## src/rtl/spi_arb_pkg.sv

```systemverilog
// Shared types and constants for the SPI arbiter.
package spi_arb_pkg;

    localparam int unsigned MAX_WIDTH = 32;
    localparam int unsigned SEL_RST   = 0;

    typedef enum logic [2:0] {
        ST_IDLE,
        ST_LOAD,
        ST_KICK,
        ST_WAIT_BUSY,
        ST_WAIT_DONE,
        ST_WAIT_IDLE
    } arb_state_e;

    // A bit count is legal when it is between 1 and MAX_WIDTH.
    function automatic logic width_ok(input logic [7:0] w);
        return (w != 8'd0) && (32'(w) <= MAX_WIDTH);
    endfunction

endpackage

```

## src/rtl/spi_arb_rr_picker.sv

```systemverilog
// Combinational round-robin pick: first requester after last_i, wrapping.
module spi_arb_rr_picker #(
    parameter int unsigned NUM_REQ = 4,
    parameter int unsigned SEL_W   = 2
) (
    input  logic [NUM_REQ-1:0] req_i,
    input  logic [SEL_W-1:0]   last_i,
    output logic               found_o,
    output logic [SEL_W-1:0]   idx_o
);

    function automatic int unsigned wrap(input int unsigned v);
        return (v >= NUM_REQ) ? v - NUM_REQ : v;
    endfunction

    // Scan last_i+1 .. last_i+NUM_REQ; the first set bit wins.
    always_comb begin
        found_o = 1'b0;
        idx_o   = '0;
        for (int unsigned i = 1; i <= NUM_REQ; i++) begin
            if (!found_o && req_i[SEL_W'(wrap(32'(last_i) + i))]) begin
                found_o = 1'b1;
                idx_o   = SEL_W'(wrap(32'(last_i) + i));
            end
        end
    end

endmodule

```

## src/rtl/spi_arbiter.sv

```systemverilog
// Round-robin arbiter/sequencer sharing one SPI controller between NUM_REQ
// requesters. Optional watchdog: define SPI_ARB_TIMEOUT_EN.
module spi_arbiter
    import spi_arb_pkg::*;
#(
    parameter int unsigned NUM_REQ        = 4,
    parameter int unsigned TIMEOUT_CYCLES = 100000
) (
    input  logic                       clk,
    input  logic                       rst_n,
    input  logic [NUM_REQ-1:0]         req_i,
    input  logic [32*NUM_REQ-1:0]      req_din_i,
    input  logic [8*NUM_REQ-1:0]       req_mosi_width_i,
    input  logic [8*NUM_REQ-1:0]       req_miso_width_i,
    output logic [NUM_REQ-1:0]         gnt_o,
    output logic [NUM_REQ-1:0]         rsp_valid_o,
    output logic [31:0]                rsp_dout_o,
    output logic                       rsp_err_o,
    output logic                       spi_kick_o,
    output logic [31:0]                spi_din_o,
    output logic [7:0]                 spi_mosi_width_o,
    output logic [7:0]                 spi_miso_width_o,
    output logic [$clog2(NUM_REQ)-1:0] spi_sel_o,
    output logic                       spi_abort_o,
    input  logic                       spi_busy_i,
    input  logic [31:0]                spi_dout_i,
    input  logic                       spi_dout_valid_i
);

    localparam int unsigned SEL_W = $clog2(NUM_REQ);

    arb_state_e          state_q, state_d;
    logic [SEL_W-1:0]    last_q, last_d;
    logic [NUM_REQ-1:0]  gnt_q, gnt_d;
    logic [NUM_REQ-1:0]  rsp_valid_q, rsp_valid_d;
    logic [31:0]         rsp_dout_q, rsp_dout_d;
    logic                rsp_err_q, rsp_err_d;
    logic                kick_q, kick_d;
    logic [31:0]         din_q, din_d;
    logic [7:0]          mosi_w_q, mosi_w_d;
    logic [7:0]          miso_w_q, miso_w_d;
    logic [SEL_W-1:0]    sel_q, sel_d;

    logic                found;
    logic [SEL_W-1:0]    win_idx;
    logic [NUM_REQ-1:0]  req_eff;
    logic [31:0]         win_din;
    logic [7:0]          win_mosi_w;
    logic [7:0]          win_miso_w;

`ifdef SPI_ARB_TIMEOUT_EN
    localparam int unsigned CNT_W = $clog2(TIMEOUT_CYCLES + 1);
    logic [CNT_W-1:0] cnt_q, cnt_d;
    logic             abort_q, abort_d;
`endif

    // A requester whose response is on the wire this cycle is not re-picked yet.
    assign req_eff    = req_i & ~rsp_valid_q;
    assign win_din    = req_din_i[32'(win_idx)*32 +: 32];
    assign win_mosi_w = req_mosi_width_i[32'(win_idx)*8 +: 8];
    assign win_miso_w = req_miso_width_i[32'(win_idx)*8 +: 8];

    spi_arb_rr_picker #(
        .NUM_REQ (NUM_REQ),
        .SEL_W   (SEL_W)
    ) u_picker (
        .req_i   (req_eff),
        .last_i  (last_q),
        .found_o (found),
        .idx_o   (win_idx)
    );

    // Next-state and registered-output logic.
    always_comb begin
        state_d     = state_q;
        last_d      = last_q;
        gnt_d       = gnt_q;
        rsp_valid_d = '0;
        rsp_dout_d  = rsp_dout_q;
        rsp_err_d   = rsp_err_q;
        kick_d      = 1'b0;
        din_d       = din_q;
        mosi_w_d    = mosi_w_q;
        miso_w_d    = miso_w_q;
        sel_d       = sel_q;
`ifdef SPI_ARB_TIMEOUT_EN
        cnt_d       = cnt_q;
        abort_d     = 1'b0;
`endif
        unique case (state_q)
            ST_IDLE: begin
                if (found) begin
                    if (width_ok(win_mosi_w) && width_ok(win_miso_w)) begin
                        gnt_d          = '0;
                        gnt_d[win_idx] = 1'b1;
                        sel_d          = win_idx;
                        din_d          = win_din;
                        mosi_w_d       = win_mosi_w;
                        miso_w_d       = win_miso_w;
                        state_d        = ST_LOAD;
                    end else begin
                        rsp_valid_d[win_idx] = 1'b1;
                        rsp_err_d            = 1'b1;
                        rsp_dout_d           = '0;
                        last_d               = win_idx;
                    end
                end
            end
            ST_LOAD: begin
                kick_d  = 1'b1;
                state_d = ST_KICK;
`ifdef SPI_ARB_TIMEOUT_EN
                cnt_d   = '0;
`endif
            end
            ST_KICK: begin
                state_d = ST_WAIT_BUSY;
            end
            ST_WAIT_BUSY: begin
                if (spi_busy_i) state_d = ST_WAIT_DONE;
            end
            ST_WAIT_DONE: begin
                if (spi_dout_valid_i) begin
                    rsp_valid_d[sel_q] = 1'b1;
                    rsp_dout_d         = spi_dout_i;
                    rsp_err_d          = 1'b0;
                    gnt_d              = '0;
                    last_d             = sel_q;
                    state_d            = ST_WAIT_IDLE;
                end
            end
            ST_WAIT_IDLE: begin
                if (!spi_busy_i) state_d = ST_IDLE;
            end
            default: state_d = ST_IDLE;
        endcase
`ifdef SPI_ARB_TIMEOUT_EN
        // Watchdog window starts at the KICK cycle; expiry overrides normal flow.
        if (state_q inside {ST_KICK, ST_WAIT_BUSY, ST_WAIT_DONE, ST_WAIT_IDLE}) begin
            cnt_d = cnt_q + CNT_W'(1);
            if (state_q != ST_KICK && cnt_q == CNT_W'(TIMEOUT_CYCLES - 1)) begin
                abort_d = 1'b1;
                gnt_d   = '0;
                state_d = ST_IDLE;
                if (state_q != ST_WAIT_IDLE) begin
                    rsp_valid_d        = '0;
                    rsp_valid_d[sel_q] = 1'b1;
                    rsp_err_d          = 1'b1;
                    rsp_dout_d         = '0;
                    last_d             = sel_q;
                end
            end
        end
`endif
    end

    // State and output registers.
    always_ff @(posedge clk or negedge rst_n) begin
        if (!rst_n) begin
            state_q     <= ST_IDLE;
            last_q      <= SEL_W'(NUM_REQ - 1);
            gnt_q       <= '0;
            rsp_valid_q <= '0;
            rsp_dout_q  <= '0;
            rsp_err_q   <= 1'b0;
            kick_q      <= 1'b0;
            din_q       <= '0;
            mosi_w_q    <= '0;
            miso_w_q    <= '0;
            sel_q       <= SEL_W'(SEL_RST);
`ifdef SPI_ARB_TIMEOUT_EN
            cnt_q       <= '0;
            abort_q     <= 1'b0;
`endif
        end else begin
            state_q     <= state_d;
            last_q      <= last_d;
            gnt_q       <= gnt_d;
            rsp_valid_q <= rsp_valid_d;
            rsp_dout_q  <= rsp_dout_d;
            rsp_err_q   <= rsp_err_d;
            kick_q      <= kick_d;
            din_q       <= din_d;
            mosi_w_q    <= mosi_w_d;
            miso_w_q    <= miso_w_d;
            sel_q       <= sel_d;
`ifdef SPI_ARB_TIMEOUT_EN
            cnt_q       <= cnt_d;
            abort_q     <= abort_d;
`endif
        end
    end

`ifdef SPI_ARB_TIMEOUT_EN
    assign spi_abort_o = abort_q;
`else
    assign spi_abort_o = 1'b0;
    logic unused_timeout;
    assign unused_timeout = ^TIMEOUT_CYCLES;
`endif

    assign gnt_o            = gnt_q;
    assign rsp_valid_o      = rsp_valid_q;
    assign rsp_dout_o       = rsp_dout_q;
    assign rsp_err_o        = rsp_err_q;
    assign spi_kick_o       = kick_q;
    assign spi_din_o        = din_q;
    assign spi_mosi_width_o = mosi_w_q;
    assign spi_miso_width_o = miso_w_q;
    assign spi_sel_o        = sel_q;

endmodule

```

## config.mk

```make
export PLATFORM = sky130hd
export DESIGN_NAME = spi_arbiter
export DESIGN_NICKNAME = d
export VERILOG_FILES = /design/src/rtl/spi_arb_pkg.sv /design/src/rtl/spi_arb_rr_picker.sv /design/src/rtl/spi_arbiter.sv
export SDC_FILE = /design/constraint.sdc
export NUM_CORES = 1
export LEC_CHECK = 0
export CELL_PAD_IN_SITES_DETAIL_PLACEMENT = 2
export CELL_PAD_IN_SITES_GLOBAL_PLACEMENT = 2
export CORE_MARGIN = 2
export CORE_UTILIZATION = 21
export CTS_CLUSTER_DIAMETER = 30
export DETAILED_ROUTE_END_ITERATION = 8
export GPL_TIMING_DRIVEN = 0
export MAX_ROUTING_LAYER = met4
export PLACE_DENSITY_LB_ADDON = 0.1
export SETUP_SLACK_MARGIN = 0.2
export SLEW_MARGIN = 30
export SYNTH_ARGS = -nofsm -noshare
export SYNTH_HDL_FRONTEND = slang
export SYNTH_SLANG_ARGS = --single-unit
```

## constraint.sdc

```tcl
create_clock -name clk -period 4.4 [get_ports clk]
set_clock_uncertainty 0.1 [all_clocks]
set_input_delay 0.66 -clock clk [delete_from_list [all_inputs] [get_ports clk]]
set_output_delay 0.66 -clock clk [all_outputs]
set_load 0.05 [all_outputs]
```

==> flow_summary.toml <==
[setup_path]
reg2reg_from = "last_q[1]"
crit_chain = "clkdlybuf4s50_1 -> or2b_2 -> a32oi_2 -> and3_1 -> buf_6 -> buf_6 -> nand2_1 -> a32oi_2 -> nor4_4 -> xnor2_1 -> a2111oi_4 -> and3_4 -> buf_6 -> buf_12 -> mux2_4"
critical_path.most_common_cell = "buf_6"
critPathCapture = "spi_mosi_width_o[4]"
crit_buf_inv = 5
crit_family = "buffers and inverters"
r2r_end = "spi_mosi_width_o[4]"
cp.arrival_ns = 4.25
crit_cells = 15
slowest_delay_ns = 0.48
slowest_stage = "clkdlybuf4s50_1"
cp_data_required_time_ns = 4.53
crit_path_end_kind = "register"
path_max_fanout = 10
reg2reg_depth = 14
startpoint = "req_i[3]"
crit_type = "input port to register"
start_kind = "input port"
regToRegSetupSlack_ns = 0.58

[placed_design]
dpl-instance-area_mm2 = 0.009313
dp_hpwl_um = 21000
dpl.cell_count = 1244
gp_congestion = 0.8704
io_buffers = 323

[detailed_routing]
vias = 5882
drtPass1Iterations = 4
wl_um = 26590
wl_per_cell_um = 20.99
vias_per_cell = 4.642
route.detailed.drc = 0
ant_nets = 0
drt_iter0_drc = 178

[global_route]
grt_max_degree = 57
grt_use_total = 0.1963
grt_overflow = 0
first_global_vias = 7079
antenna_found_initial = 2
grt_first_pass_wirelength_um = 41300

[clock_network]
cts_max_level = 3
clk_path_buf_depth = 2
cts.clk_slew.worst_paths_ns = 0.08
ctsHoldBuffers = 0
cts_tree = "built"
clockRootBuffer = "clkbuf_16"
worstSkewPairLatency_ns = 0.35
cts_made_buffers = 9
cts.sinks = 97

[run_status]
status = "complete, no violations"

[floorplanning]
die_w_um = 167.9
initial_utilization = 0.2152
die_h_um = 167.9
die_area_mm2 = 0.02818
rows = 59
fp.coreArea_mm2 = 0.02621
num_io_pins = 325

[sta]
hold_viol = 0
worstMarginPinSlew_ns = 0.6278
rsz0062_at_grt = "true"
timing.fmax_mhz = 243.1
drv_slew = 0
holdWs_ns = 0.1919
min_period_ns = 4.113
slew_headroom = 0.5815
finalSetupViolCount = 0
finalCritPeriodShare = 0.9348

[yosys]
synthMuxAreaShare = 0.1287
synth_cells = 585
synthAdderAreaFrac = 0
synth-simple-area-share = 0.2163
synth_edf_count = 0
async_reset_ff_frac = 1.000
syn_area_per_cell_um2 = 9.640
synthesis.nets = 817
synth_seq_cells = 97
synth-xor-area-share = 0.003106
synth_top_family_by_area = "simple AND/OR/NAND/NOR gates"
seq_area_frac_synth = 0.4309
synth_cell_types = 54
yosys_warnings = 0
synth_compound_area_frac = 0.1533
synth.cell_area_mm2 = 0.005639
ys.flop_type = "dfrtp_1"

[pwr]
powerDensity_mw_per_mm2 = 691.9
vdd_drop_max_mv = 0.2364
total_leakage_power_nw = 4.189

[cells_and_area]
layout-drive-gt1-share = 0.1247
layout.cells.non_filler = 1267
final_nets = 1157
syn_to_final_growth_pct = 73.20
postLayoutCellArea_mm2 = 0.009767
fin_util = 0.3727

[hold_path]
hold_class = "input port to asynchronous set/reset pin"

[flow_run]
drv_cap = 0
[how the worst min path moves through the flow]
| stage | endpoint | slack, ns | depth (start not counted) | from |
|---|---|---|---|---|
| floorplan | gnt_o[0] | 0.26 | 0 | rst_n |
| global placement | gnt_o[3] | 0.38 | 1 | gnt_o[3] |
| detailed placement | rsp_dout_o[27] | 0.39 | 1 | rsp_dout_o[27] |
| CTS | rsp_dout_o[21] | 0.20 | 1 | rst_n |
| global route | rsp_dout_o[1] | 0.22 | 1 | rst_n |
| finish | spi_din_o[0] | 0.19 | 1 | rst_n |
[synth_stat cells, types with 4 or more instances]
cell type | instances | share of area
nand2_1 | 175 | 0.12
dfrtp_1 | 95 | 0.42
mux2_4 | 45 | 0.12
and3_1 | 41 | 0.045
a31oi_1 | 37 | 0.041
a22o_1 | 33 | 0.051
clkbuf_1 | 22 | 0.015
nor2_1 | 13 | 0.0087
a21oi_1 | 12 | 0.011
nor3_1 | 11 | 0.0098
buf_4 | 7 | 0.0093
a32oi_1 | 6 | 0.0093
buf_2 | 6 | 0.0053
buf_12 | 5 | 0.018
inv_1 | 5 | 0.0033
mux2i_1 | 5 | 0.0089
nand3_1 | 5 | 0.0044
nand2b_1 | 4 | 0.0044
nor2b_1 | 4 | 0.0044
nor4_1 | 4 | 0.0044
o21ai_0 | 4 | 0.0036
[per-stage QoR]
stage / setup TNS, ns / setup WS, ns / total power, mW
2_1_floorplan: 0 / 0.7156 / 4.240
3_3_place_gp: -177.66 / -1.487 / 5.755
3_5_place_dp: -46.95 / -0.6440 / 5.855
4_1_cts: 0 / 0.2223 / 6.752
5_1_grt: 0 / 0.1630 / 7.226
6_report: 0 / 0.2867 / 6.758
[layout by cell type (no fill, tap or decap), types with 2 or more instances in the layout]
master | netlist | final
a21oi_1 | 12 | 11
a22o_1 | 33 | 33
a31oi_1 | 37 | 36
a32o_1 | 2 | 2
a32oi_2 | 1 | 6
and2b_2 | 2 | 3
and3_1 | 41 | 40
buf_12 | 5 | 6
buf_2 | 6 | 5
buf_4 | 7 | 11
buf_6 | 2 | 5
clkbuf_1 | 22 | 22
clkbuf_16 | 0 | 9
clkbuf_8 | 3 | 3
clkdlybuf4s50_1 | 0 | 322
clkinv_4 | 0 | 2
clkinv_8 | 0 | 2
dfrtp_1 | 95 | 95
dfstp_2 | 2 | 2
diode_2 | 0 | 2
dlygate4sd1_1 | 3 | 3
inv_1 | 5 | 5
inv_8 | 0 | 2
mux2_4 | 45 | 45
mux2i_1 | 5 | 5
nand2_1 | 175 | 175
nand2b_1 | 4 | 4
nand3_1 | 5 | 4
nand3b_1 | 2 | 2
nor2_1 | 13 | 13
nor2b_1 | 4 | 4
nor3_1 | 11 | 11
nor4_1 | 4 | 2
o21ai_0 | 4 | 4
o2bb2ai_1 | 2 | 2
o31ai_1 | 2 | 2
or4_1 | 2 | 2
[sequential cells by signal, summed over array words and instances, names as in the netlist]
name and cells:
spi_sel_o 2, spi_miso_width_o 8, spi_din_o 32, gnt_o 4, rsp_dout_o 32, last_q 2, rsp_err_o 1, spi_kick_o 1
rsp_valid_o 4, state_q 3, spi_mosi_width_o 8
[power breakdown]
part / leakage (nW) / switching, mW / total [mW] / internal, mW
combinational: 2.77 / 2.74 / 4.50 / 1.76
sequential: 1.27 / 0.219 / 1.43 / 1.21
clock: 0.150 / 0.422 / 0.829 / 0.407
total: 4.19 / 3.38 / 6.76 / 3.38
[final cells by class]
type                            instances  area (µm²)
Inverter                                5       18.77
Timing Repair Buffer                  329        3292
Multi-Input combinational cell        434        2927
Sequential cell                        97        2430
Clock inverter                          7       81.33
Tap cell                              335       419.2
Clock buffer                            9       225.2
Antenna cell                            2       5.005
Fill cell                            2816       16440
Buffer                                 49       369.1
[kinds of logic (layout without fill, tap and decap cells)]
kind of cell	Yosys count	in the layout
flops	97	97
xor+xnor	2	2
simple gates	270	270
buf+inv	54	399
mux	50	50
compound gates	111	111
other cells	1	3
[per-layer routing]
layer | vias to the layer above | GRT usage | routed length (µm)
met5 | - | - | 0
met4 | 0 | 0.05898 | 624
met3 | 32 | 0.04560 | 1418
met2 | 184 | 0.3498 | 13910
met1 | 2915 | 0.2181 | 10640
li1 | 2751 | - | -
[what timing repair did]
item / CTS / global route
setup buffers: 2 / 3
gates resized for setup: 3 / 15
setup endpoints to repair: 85 / 54
pin swaps: 3 / 7
endpoints found under the hold margin: 0 / 0
No activity file was read; power rests on OpenSTA's default activity.
